[src/rtl/poly_pack_buffer_pkg.sv]
// saber_pack_pkg: shared constants, state/mode encodings and width lookups
// for the coefficient-to-word packer.
//   N        coefficients per polynomial
//   WORD_W   packed output word width
//   COEFF_W  widest coefficient accepted on the input bus
package saber_pack_pkg;

    localparam int N       = 256;
    localparam int WORD_W  = 64;
    localparam int COEFF_W = 13;

    typedef enum logic [1:0] {
        MODE_13 = 2'd0,
        MODE_10 = 2'd1,
        MODE_4  = 2'd2,
        MODE_1  = 2'd3
    } pack_mode_e;

    typedef enum logic [1:0] {
        ST_IDLE  = 2'd0,
        ST_RUN   = 2'd1,
        ST_DRAIN = 2'd2,
        ST_DONE  = 2'd3
    } pack_state_e;

    // Coefficient width in bits for a mode.
    function automatic logic [3:0] pack_width(input logic [1:0] m);
        logic [3:0] w;
        case (m)
            MODE_13: w = 4'd13;
            MODE_10: w = 4'd10;
            MODE_4:  w = 4'd4;
            MODE_1:  w = 4'd1;
            default: w = 4'd13;
        endcase
        return w;
    endfunction

    // Number of packed words per polynomial: N*W/64.
    function automatic logic [5:0] pack_words(input logic [1:0] m);
        logic [5:0] n;
        case (m)
            MODE_13: n = 6'd52;
            MODE_10: n = 6'd40;
            MODE_4:  n = 6'd16;
            MODE_1:  n = 6'd4;
            default: n = 6'd52;
        endcase
        return n;
    endfunction

    // Mask keeping only the active coefficient bits.
    function automatic logic [COEFF_W-1:0] pack_mask(input logic [1:0] m);
        logic [COEFF_W-1:0] k;
        case (m)
            MODE_13: k = 13'h1FFF;
            MODE_10: k = 13'h03FF;
            MODE_4:  k = 13'h000F;
            MODE_1:  k = 13'h0001;
            default: k = 13'h1FFF;
        endcase
        return k;
    endfunction

endpackage

[src/rtl/poly_pack_buffer_if.sv]
// Handshake bundle of the packer.
//   coeff_valid/coeff_ready/coeff_data : coefficient input stream
//   word_valid/word_ready/word_data/word_last : packed word output stream
// master = producer of coefficients / consumer of words (arithmetic side + memory port)
// slave  = the packer itself
interface poly_pack_buffer_if #(
    parameter int WORD_W = 64
);
    logic                                coeff_valid;
    logic                                coeff_ready;
    logic [saber_pack_pkg::COEFF_W-1:0]  coeff_data;
    logic                                word_valid;
    logic                                word_ready;
    logic [WORD_W-1:0]                   word_data;
    logic                                word_last;

    modport master (
        output coeff_valid, coeff_data, word_ready,
        input  coeff_ready, word_valid, word_data, word_last
    );

    modport slave (
        input  coeff_valid, coeff_data, word_ready,
        output coeff_ready, word_valid, word_data, word_last
    );
endinterface

[src/rtl/poly_pack_buffer.sv]
// poly_pack_buffer: packs one polynomial of N coefficients (13/10/4/1 bit
// each) into dense little-endian WORD_W-bit words.
// Ports:
//   clk    rising-edge clock
//   rst    synchronous active-high reset
//   start  one-cycle pulse: latch mode, clear state, begin a polynomial
//   mode   width select sampled on start
//   bus    slave side of poly_pack_buffer_if (coefficient in, word out)
//   busy   high while a polynomial is being packed
//   done   one-cycle pulse after the last word handshake
module poly_pack_buffer #(
    parameter int N      = saber_pack_pkg::N,
    parameter int WORD_W = saber_pack_pkg::WORD_W
) (
    input  logic                 clk,
    input  logic                 rst,
    input  logic                 start,
    input  logic [1:0]           mode,
    poly_pack_buffer_if.slave    bus,
    output logic                 busy,
    output logic                 done
);
    import saber_pack_pkg::*;

    localparam int ACC_W = 2 * WORD_W;

    pack_state_e          r_state;
    logic [ACC_W-1:0]     r_acc;
    logic [6:0]           r_fill;
    logic [8:0]           r_ccnt;
    logic [5:0]           r_wcnt;
    logic [1:0]           r_mode;
    logic                 r_busy;
    logic                 r_done;

    logic [3:0]           w_width;
    logic [5:0]           w_words;
    logic [COEFF_W-1:0]   w_mask;
    logic [ACC_W-1:0]     w_coeff_ext;
    logic [ACC_W-1:0]     w_ins;
    logic                 w_coeff_ready;
    logic                 w_word_valid;
    logic                 w_word_last;
    logic                 w_accept;
    logic                 w_emit;

    assign w_width = pack_width(r_mode);
    assign w_words = pack_words(r_mode);
    assign w_mask  = pack_mask(r_mode);

    // Bits of acc at and above fill are always zero, so an OR of the
    // masked, shifted coefficient is the same as a part-select write.
    assign w_coeff_ext = ACC_W'(bus.coeff_data & w_mask);
    assign w_ins       = w_coeff_ext << r_fill;

    // Accept and emit are decoded from fill alone, so they never overlap.
    assign w_coeff_ready = (r_state == ST_RUN) && (r_fill < 7'(WORD_W));
    assign w_word_valid  = ((r_state == ST_RUN) || (r_state == ST_DRAIN))
                           && (r_fill >= 7'(WORD_W));
    assign w_word_last   = w_word_valid && (r_wcnt == (w_words - 6'd1));
    assign w_accept      = bus.coeff_valid && w_coeff_ready;
    assign w_emit        = w_word_valid && bus.word_ready;

    assign bus.coeff_ready = w_coeff_ready;
    assign bus.word_valid  = w_word_valid;
    assign bus.word_last   = w_word_last;
    assign bus.word_data   = r_acc[WORD_W-1:0];
    assign busy            = r_busy;
    assign done            = r_done;

    // Control FSM plus accumulator datapath; start overrides any handshake.
    always_ff @(posedge clk) begin
        if (rst) begin
            r_state <= ST_IDLE;
            r_acc   <= '0;
            r_fill  <= 7'd0;
            r_ccnt  <= 9'd0;
            r_wcnt  <= 6'd0;
            r_mode  <= 2'd0;
            r_busy  <= 1'b0;
            r_done  <= 1'b0;
        end else if (start) begin
            r_state <= ST_RUN;
            r_acc   <= '0;
            r_fill  <= 7'd0;
            r_ccnt  <= 9'd0;
            r_wcnt  <= 6'd0;
            r_mode  <= mode;
            r_busy  <= 1'b1;
            r_done  <= 1'b0;
        end else begin
            case (r_state)
                ST_IDLE: begin
                    r_done <= 1'b0;
                end
                ST_RUN: begin
                    if (w_accept) begin
                        r_acc  <= r_acc | w_ins;
                        r_fill <= r_fill + {3'd0, w_width};
                        r_ccnt <= r_ccnt + 9'd1;
                        if (r_ccnt == 9'(N - 1)) begin
                            r_state <= ST_DRAIN;
                        end else begin
                            r_state <= ST_RUN;
                        end
                    end else if (w_emit) begin
                        r_acc  <= r_acc >> WORD_W;
                        r_fill <= r_fill - 7'(WORD_W);
                        r_wcnt <= r_wcnt + 6'd1;
                    end else begin
                        r_state <= ST_RUN;
                    end
                end
                ST_DRAIN: begin
                    if (w_emit) begin
                        r_acc  <= r_acc >> WORD_W;
                        r_fill <= r_fill - 7'(WORD_W);
                        r_wcnt <= r_wcnt + 6'd1;
                        if (w_word_last) begin
                            r_state <= ST_DONE;
                            r_busy  <= 1'b0;
                            r_done  <= 1'b1;
                        end else begin
                            r_state <= ST_DRAIN;
                        end
                    end else begin
                        r_state <= ST_DRAIN;
                    end
                end
                ST_DONE: begin
                    r_state <= ST_IDLE;
                    r_done  <= 1'b0;
                end
                default: begin
                    r_state <= ST_IDLE;
                    r_busy  <= 1'b0;
                    r_done  <= 1'b0;
                end
            endcase
        end
    end

endmodule

[src/flat_wrapper.sv]
// flat-port wrapper written by rule: the top's interface ports become plain ports
module poly_pack_buffer_flat import saber_pack_pkg::*;
#(
    parameter int N      = saber_pack_pkg::N,
    parameter int WORD_W = saber_pack_pkg::WORD_W
)
  (clk, rst, start, mode, busy, done, bus_coeff_valid, bus_coeff_data, bus_word_ready, bus_coeff_ready, bus_word_valid, bus_word_data, bus_word_last);
  poly_pack_buffer_if #(.WORD_W(WORD_W)) bus_i ();
  input  logic clk;
  input  logic rst;
  input  logic start;
  input  logic [1:0] mode;
  output logic busy;
  output logic done;
  input wire logic [$bits(bus_i.coeff_valid)-1:0] bus_coeff_valid;
  input wire logic [$bits(bus_i.coeff_data)-1:0] bus_coeff_data;
  input wire logic [$bits(bus_i.word_ready)-1:0] bus_word_ready;
  output wire logic [$bits(bus_i.coeff_ready)-1:0] bus_coeff_ready;
  output wire logic [$bits(bus_i.word_valid)-1:0] bus_word_valid;
  output wire logic [$bits(bus_i.word_data)-1:0] bus_word_data;
  output wire logic [$bits(bus_i.word_last)-1:0] bus_word_last;
  assign bus_i.coeff_valid = bus_coeff_valid;
  assign bus_i.coeff_data = bus_coeff_data;
  assign bus_i.word_ready = bus_word_ready;
  assign bus_coeff_ready = bus_i.coeff_ready;
  assign bus_word_valid = bus_i.word_valid;
  assign bus_word_data = bus_i.word_data;
  assign bus_word_last = bus_i.word_last;
  poly_pack_buffer #(.N(N), .WORD_W(WORD_W)) u_core (.clk(clk), .rst(rst), .start(start), .mode(mode), .bus(bus_i), .busy(busy), .done(done));
endmodule
[config.mk]
export PLATFORM = sky130hd
export DESIGN_NAME = poly_pack_buffer_flat
export DESIGN_NICKNAME = d
export VERILOG_FILES = /design/src/rtl/poly_pack_buffer_pkg.sv /design/src/rtl/poly_pack_buffer_if.sv /design/src/rtl/poly_pack_buffer.sv /design/src/flat_wrapper.sv
export SDC_FILE = /design/constraint.sdc
export NUM_CORES = 1
export LEC_CHECK = 0
export CAP_MARGIN = 40
export CELL_PAD_IN_SITES_DETAIL_PLACEMENT = 1
export CELL_PAD_IN_SITES_GLOBAL_PLACEMENT = 1
export CORE_UTILIZATION = 45
export CTS_CLUSTER_DIAMETER = 80
export DETAILED_ROUTE_END_ITERATION = 8
export GPL_TIMING_DRIVEN = 0
export HOLD_SLACK_MARGIN = 0.03
export PLACE_DENSITY_LB_ADDON = 0.3
export REMOVE_ABC_BUFFERS = 1
export SYNTH_ARGS = -nofsm -noshare
export SYNTH_HDL_FRONTEND = slang
export SYNTH_SLANG_ARGS = --single-unit
[constraint.sdc]
create_clock -name clk -period 3.9 [get_ports clk]
set_input_delay 0.585 -clock clk [delete_from_list [all_inputs] [get_ports clk]]
set_output_delay 0.585 -clock clk [all_outputs]
set_load 0.05 [all_outputs]
==> out/qor.txt <==
SYNTHESIS
-----------------------------------------------------------------------------------------------
Dominant combinational cell family by area after synthesis                         simple AND/OR/NAND/NOR gates
Cell types with the largest area share after synthesis                             sky130_fd_sc_hd__dfxtp_1 38%, sky130_fd_sc_hd__buf_4 5.9%, sky130_fd_sc_hd__nor2_1 5.6%, sky130_fd_sc_hd__mux2i_1 5.5%, sky130_fd_sc_hd__and3_1 4.3%
Synthesis-stage register bit count                                                          156
Synth Instances                                                                             974
Dominant cell type by area after synthesis                                         sky130_fd_sc_hd__dfxtp_1
Post-synthesis instance area                                                           8207 um2
Most instantiated flip-flop cell in the synthesis netlist                          sky130_fd_sc_hd__dfxtp_1
Synthesized-area fraction occupied by and/or/nand/nor cells                              0.2171
Post-synth EDFFs                                                                              0
Post-synthesis sequential area ratio                                                     0.3805
Count of distinct cell types in the synthesized netlist                                      76
Multiplexer fraction of the synthesized cell area                                       0.05900
Most instantiated cells after synthesis                                            156 x sky130_fd_sc_hd__dfxtp_1, 123 x sky130_fd_sc_hd__nor2_1, 65 x sky130_fd_sc_hd__buf_4, 60 x sky130_fd_sc_hd__a21oi_1, 60 x sky130_fd_sc_hd__nand2_1
Leading cell type by number of instances after synthesis                           sky130_fd_sc_hd__dfxtp_1
Number of synthesis warnings                                                                  0
Area share of the largest cell type after synthesis                                      0.3805
Synth Area in Adders                                                                    0.02836
Area fraction in compound gates after synthesis                                          0.1976
Syn Area/Cell                                                                         8.426 um2
FFs w/ async S/R, synth                                                                       0
Xor and xnor area share after synthesis                                                 0.01601

JOB
-----------------------------------------------------------------------------------------------
Max-capacitance violation count                                                               0

POWER AND IR DROP
-----------------------------------------------------------------------------------------------
Cell Pwr Density                                                                   385.3 nW/um2
Highest ir drop seen on vdd                                                           0.3225 mV
Leakage                                                                                3.445 nW
Design Power                                                                         0.003654 W

STA
-----------------------------------------------------------------------------------------------
Shortest clock period the worst path allows after layout                               3.492 ns
RSZ-0062 raised after global routing                                                         no
Final Hold Fails                                                                              0
Worst setup margin                                                                    0.4078 ns
Final period utilization                                                                 0.8954
Worst slew margin                                                                        0.3506
Worst Tran Pin Value                                                                  0.9727 ns
Final-report max-slew violation count                                                         0
Final count of negative-setup-slack endpoints                                                 0
Final clock skew                                                                     0.01073 ns
Fmax                                                                                  286.4 MHz

DETAILED ROUTING
-----------------------------------------------------------------------------------------------
DR WL met3                                                                              1583 um
Residual antenna-violating net count after detailed routing                                   0
Routed length per placed instance                                                      21.14 um
Detail-routed via count per cell                                                          6.145
Number of DRC markers after the initial detailed-route iteration                            569
Metal2 WL                                                                              11660 um
Total via count in the routed design                                                       7398
M1 WL                                                                                  11490 um
Top routing layer used                                                                     met4
Post-route DRC                                                                                0
Total detailed-routing wirelength                                                      25450 um
1st-pass router iterations                                                                    7

DIE
-----------------------------------------------------------------------------------------------
Chip width                                                                             137.0 um
Starting utilization of the core area                                                    0.4584
Die boundary height                                                                    137.0 um
Floorplan Core Area                                                                   17900 um2
Number of standard-cell rows in the floorplan                                                49
Top-level I/O count                                                                          89
Area of the die                                                                       18780 um2

PLACE
-----------------------------------------------------------------------------------------------
Weighted congestion reported at the end of routability-driven placement                  0.9221
Worst-case setup slack after placement                                                0.4873 ns
Post-DP HPWL                                                                           17340 um
Port Buffer Count                                                                            88

GLOBAL ROUTING
-----------------------------------------------------------------------------------------------
Largest net degree at the start of global routing                                            63
Overall overflow remaining after global route                                                 0
Vias in the first global route                                                             7317
Global-route wire length before repair                                                 40270 um
Total routing usage reported by global routing                                           0.2812
Initial antenna violation count                                                               0

CLOCK NETWORK
-----------------------------------------------------------------------------------------------
CTS Buffer Depth                                                                              2
TritonCTS clock tree                                                                       done
Hold buffer count at cts                                                                      0
Later-pin clock latency in the skew report                                              0.44 ns
Clock input transition at the sequential cells of the worst setup and hold paths        0.06 ns
Count of cells resized by post-cts repair                                                     0
Post CTS Setup Buffer Count                                                                   0
Clock buffer count from CTS                                                                  17
Number of H-tree levels                                                                       4
Clock Root Buffer                                                                  sky130_fd_sc_hd__clkbuf_16
Clk sinks                                                                                   156

LAYOUT
-----------------------------------------------------------------------------------------------
Synth-to-layout area growth                                                              15.57%
Proportion of layout cells with a drive suffix above 1                                  0.07692
Number of nets in the final layout                                                         1001
Total inserted antenna cells                                                                  0

SETUP PATH
-----------------------------------------------------------------------------------------------
Kind of end point of the critical path                                                flip-flop
Sort of element at the start of the critical path                                     flip-flop
Startpoint-to-endpoint class of the critical path                                       reg2reg
CP Data Arrival Time                                                                    3.86 ns
Top fanout value on the critical path                                                        23
Req. time, crit path                                                                    4.27 ns

MIN PATH
-----------------------------------------------------------------------------------------------
Type of the tightest min-delay check                                                    reg2reg

STATUS
-----------------------------------------------------------------------------------------------
Run status                                                                         finished, final reports clean

-- flip-flops by register name (all words and copies together) (netlist names) --
name	cells
u_core.r_acc	128
u_core.r_ccnt	9
u_core.r_fill	7
u_core.r_wcnt	6
u_core.r_mode	2
u_core.r_state	2
u_core.busy	1
u_core.done	1
-- report_power, final --
part	internal, W	switching [W]
Combinational	0.000133	0.000235
Clock	0.000978	0.000687
Sequential	0.00161	0.0000148
-- logic make-up (layout without fill, tap and decap cells) --
family,after synthesis,in the layout
compound gates,233,233
simple gates,357,357
xor+xnor,15,15
mux,48,48
fa+ha+maj,18,18
buf+inv,147,148
flops,156,156
-- metal layers --
metal  up-vias  global-route usage
met3        59             0.05630
met4         0              0.1136
met1      3639              0.3676
met2       264              0.4512
met5         -                   0
li1       3436                   -
-- stage by stage --
stage          hold slack (ns)    util  area [um2]  instances  setup TNS [ns]
2_1_floorplan           0.4354       -        7427        841          -9.613
3_3_place_gp            0.4558  0.4801        8594       1158         -282.33
3_5_place_dp            0.4608  0.4977        8910       1173               0
4_1_cts                 0.4777  0.5298        9484       1204               0
5_1_grt                 0.4917  0.5298        9484       1204               0
6_report                0.4775  0.5298        9484       1204               0
-- worst max-delay path: stages, from the launching register on --
cell                        delay [ns]
sky130_fd_sc_hd__dfxtp_1          0.42
sky130_fd_sc_hd__inv_1            0.10
sky130_fd_sc_hd__ha_1             0.31
sky130_fd_sc_hd__buf_8            0.20
sky130_fd_sc_hd__nand4bb_2        0.69
sky130_fd_sc_hd__buf_16           0.40
sky130_fd_sc_hd__nor2_1           0.40
sky130_fd_sc_hd__buf_4            0.26
sky130_fd_sc_hd__nand2_1          0.24
sky130_fd_sc_hd__nor2_1           0.23
sky130_fd_sc_hd__o2bb2ai_1        0.13
-- worst paths after layout --
kind	cells after the start	slack [ns]	to	from
worst max-delay path	10	0.41	u_core.r_acc[53]	u_core.r_state[0]
worst min-delay path	1	0.48	u_core.r_acc[87]	u_core.r_acc[87]
worst max register to register	10	0.41	u_core.r_acc[53]	u_core.r_state[0]
worst min register to register	1	0.48	u_core.r_acc[87]	u_core.r_acc[87]
-- cell usage in the layout (no fill, tap or decap), types with 8 or more instances in the layout --
cell type,n
sky130_fd_sc_hd__a31oi_1,8
sky130_fd_sc_hd__mux2i_1,45
sky130_fd_sc_hd__dfxtp_1,156
sky130_fd_sc_hd__inv_1,11
sky130_fd_sc_hd__or3_1,11
sky130_fd_sc_hd__nand4_1,8
sky130_fd_sc_hd__nor3_1,24
sky130_fd_sc_hd__ha_1,17
sky130_fd_sc_hd__clkbuf_16,17
sky130_fd_sc_hd__a211oi_1,12
sky130_fd_sc_hd__o221ai_1,25
sky130_fd_sc_hd__o21ai_0,29
sky130_fd_sc_hd__nor2_1,122
sky130_fd_sc_hd__and3_1,55
sky130_fd_sc_hd__or2_2,8
sky130_fd_sc_hd__o22ai_1,24
sky130_fd_sc_hd__nand2_1,60
sky130_fd_sc_hd__clkdlybuf4s50_1,88
sky130_fd_sc_hd__a21oi_1,60
sky130_fd_sc_hd__xor2_1,10
sky130_fd_sc_hd__nand3_1,19
sky130_fd_sc_hd__a21o_1,8
sky130_fd_sc_hd__nand2b_1,12
-- final cells by class --
cell class	instances	area, um2
multi-input cells	671	4289
repair buffers	103	1159
well taps	229	286.5
inverters	14	52.55
flip-flops and latches	156	3123
clock buffers	23	467.9
fillers	2093	8418
clock inverters	8	106.4
No activity file was read; power rests on OpenSTA's default activity.
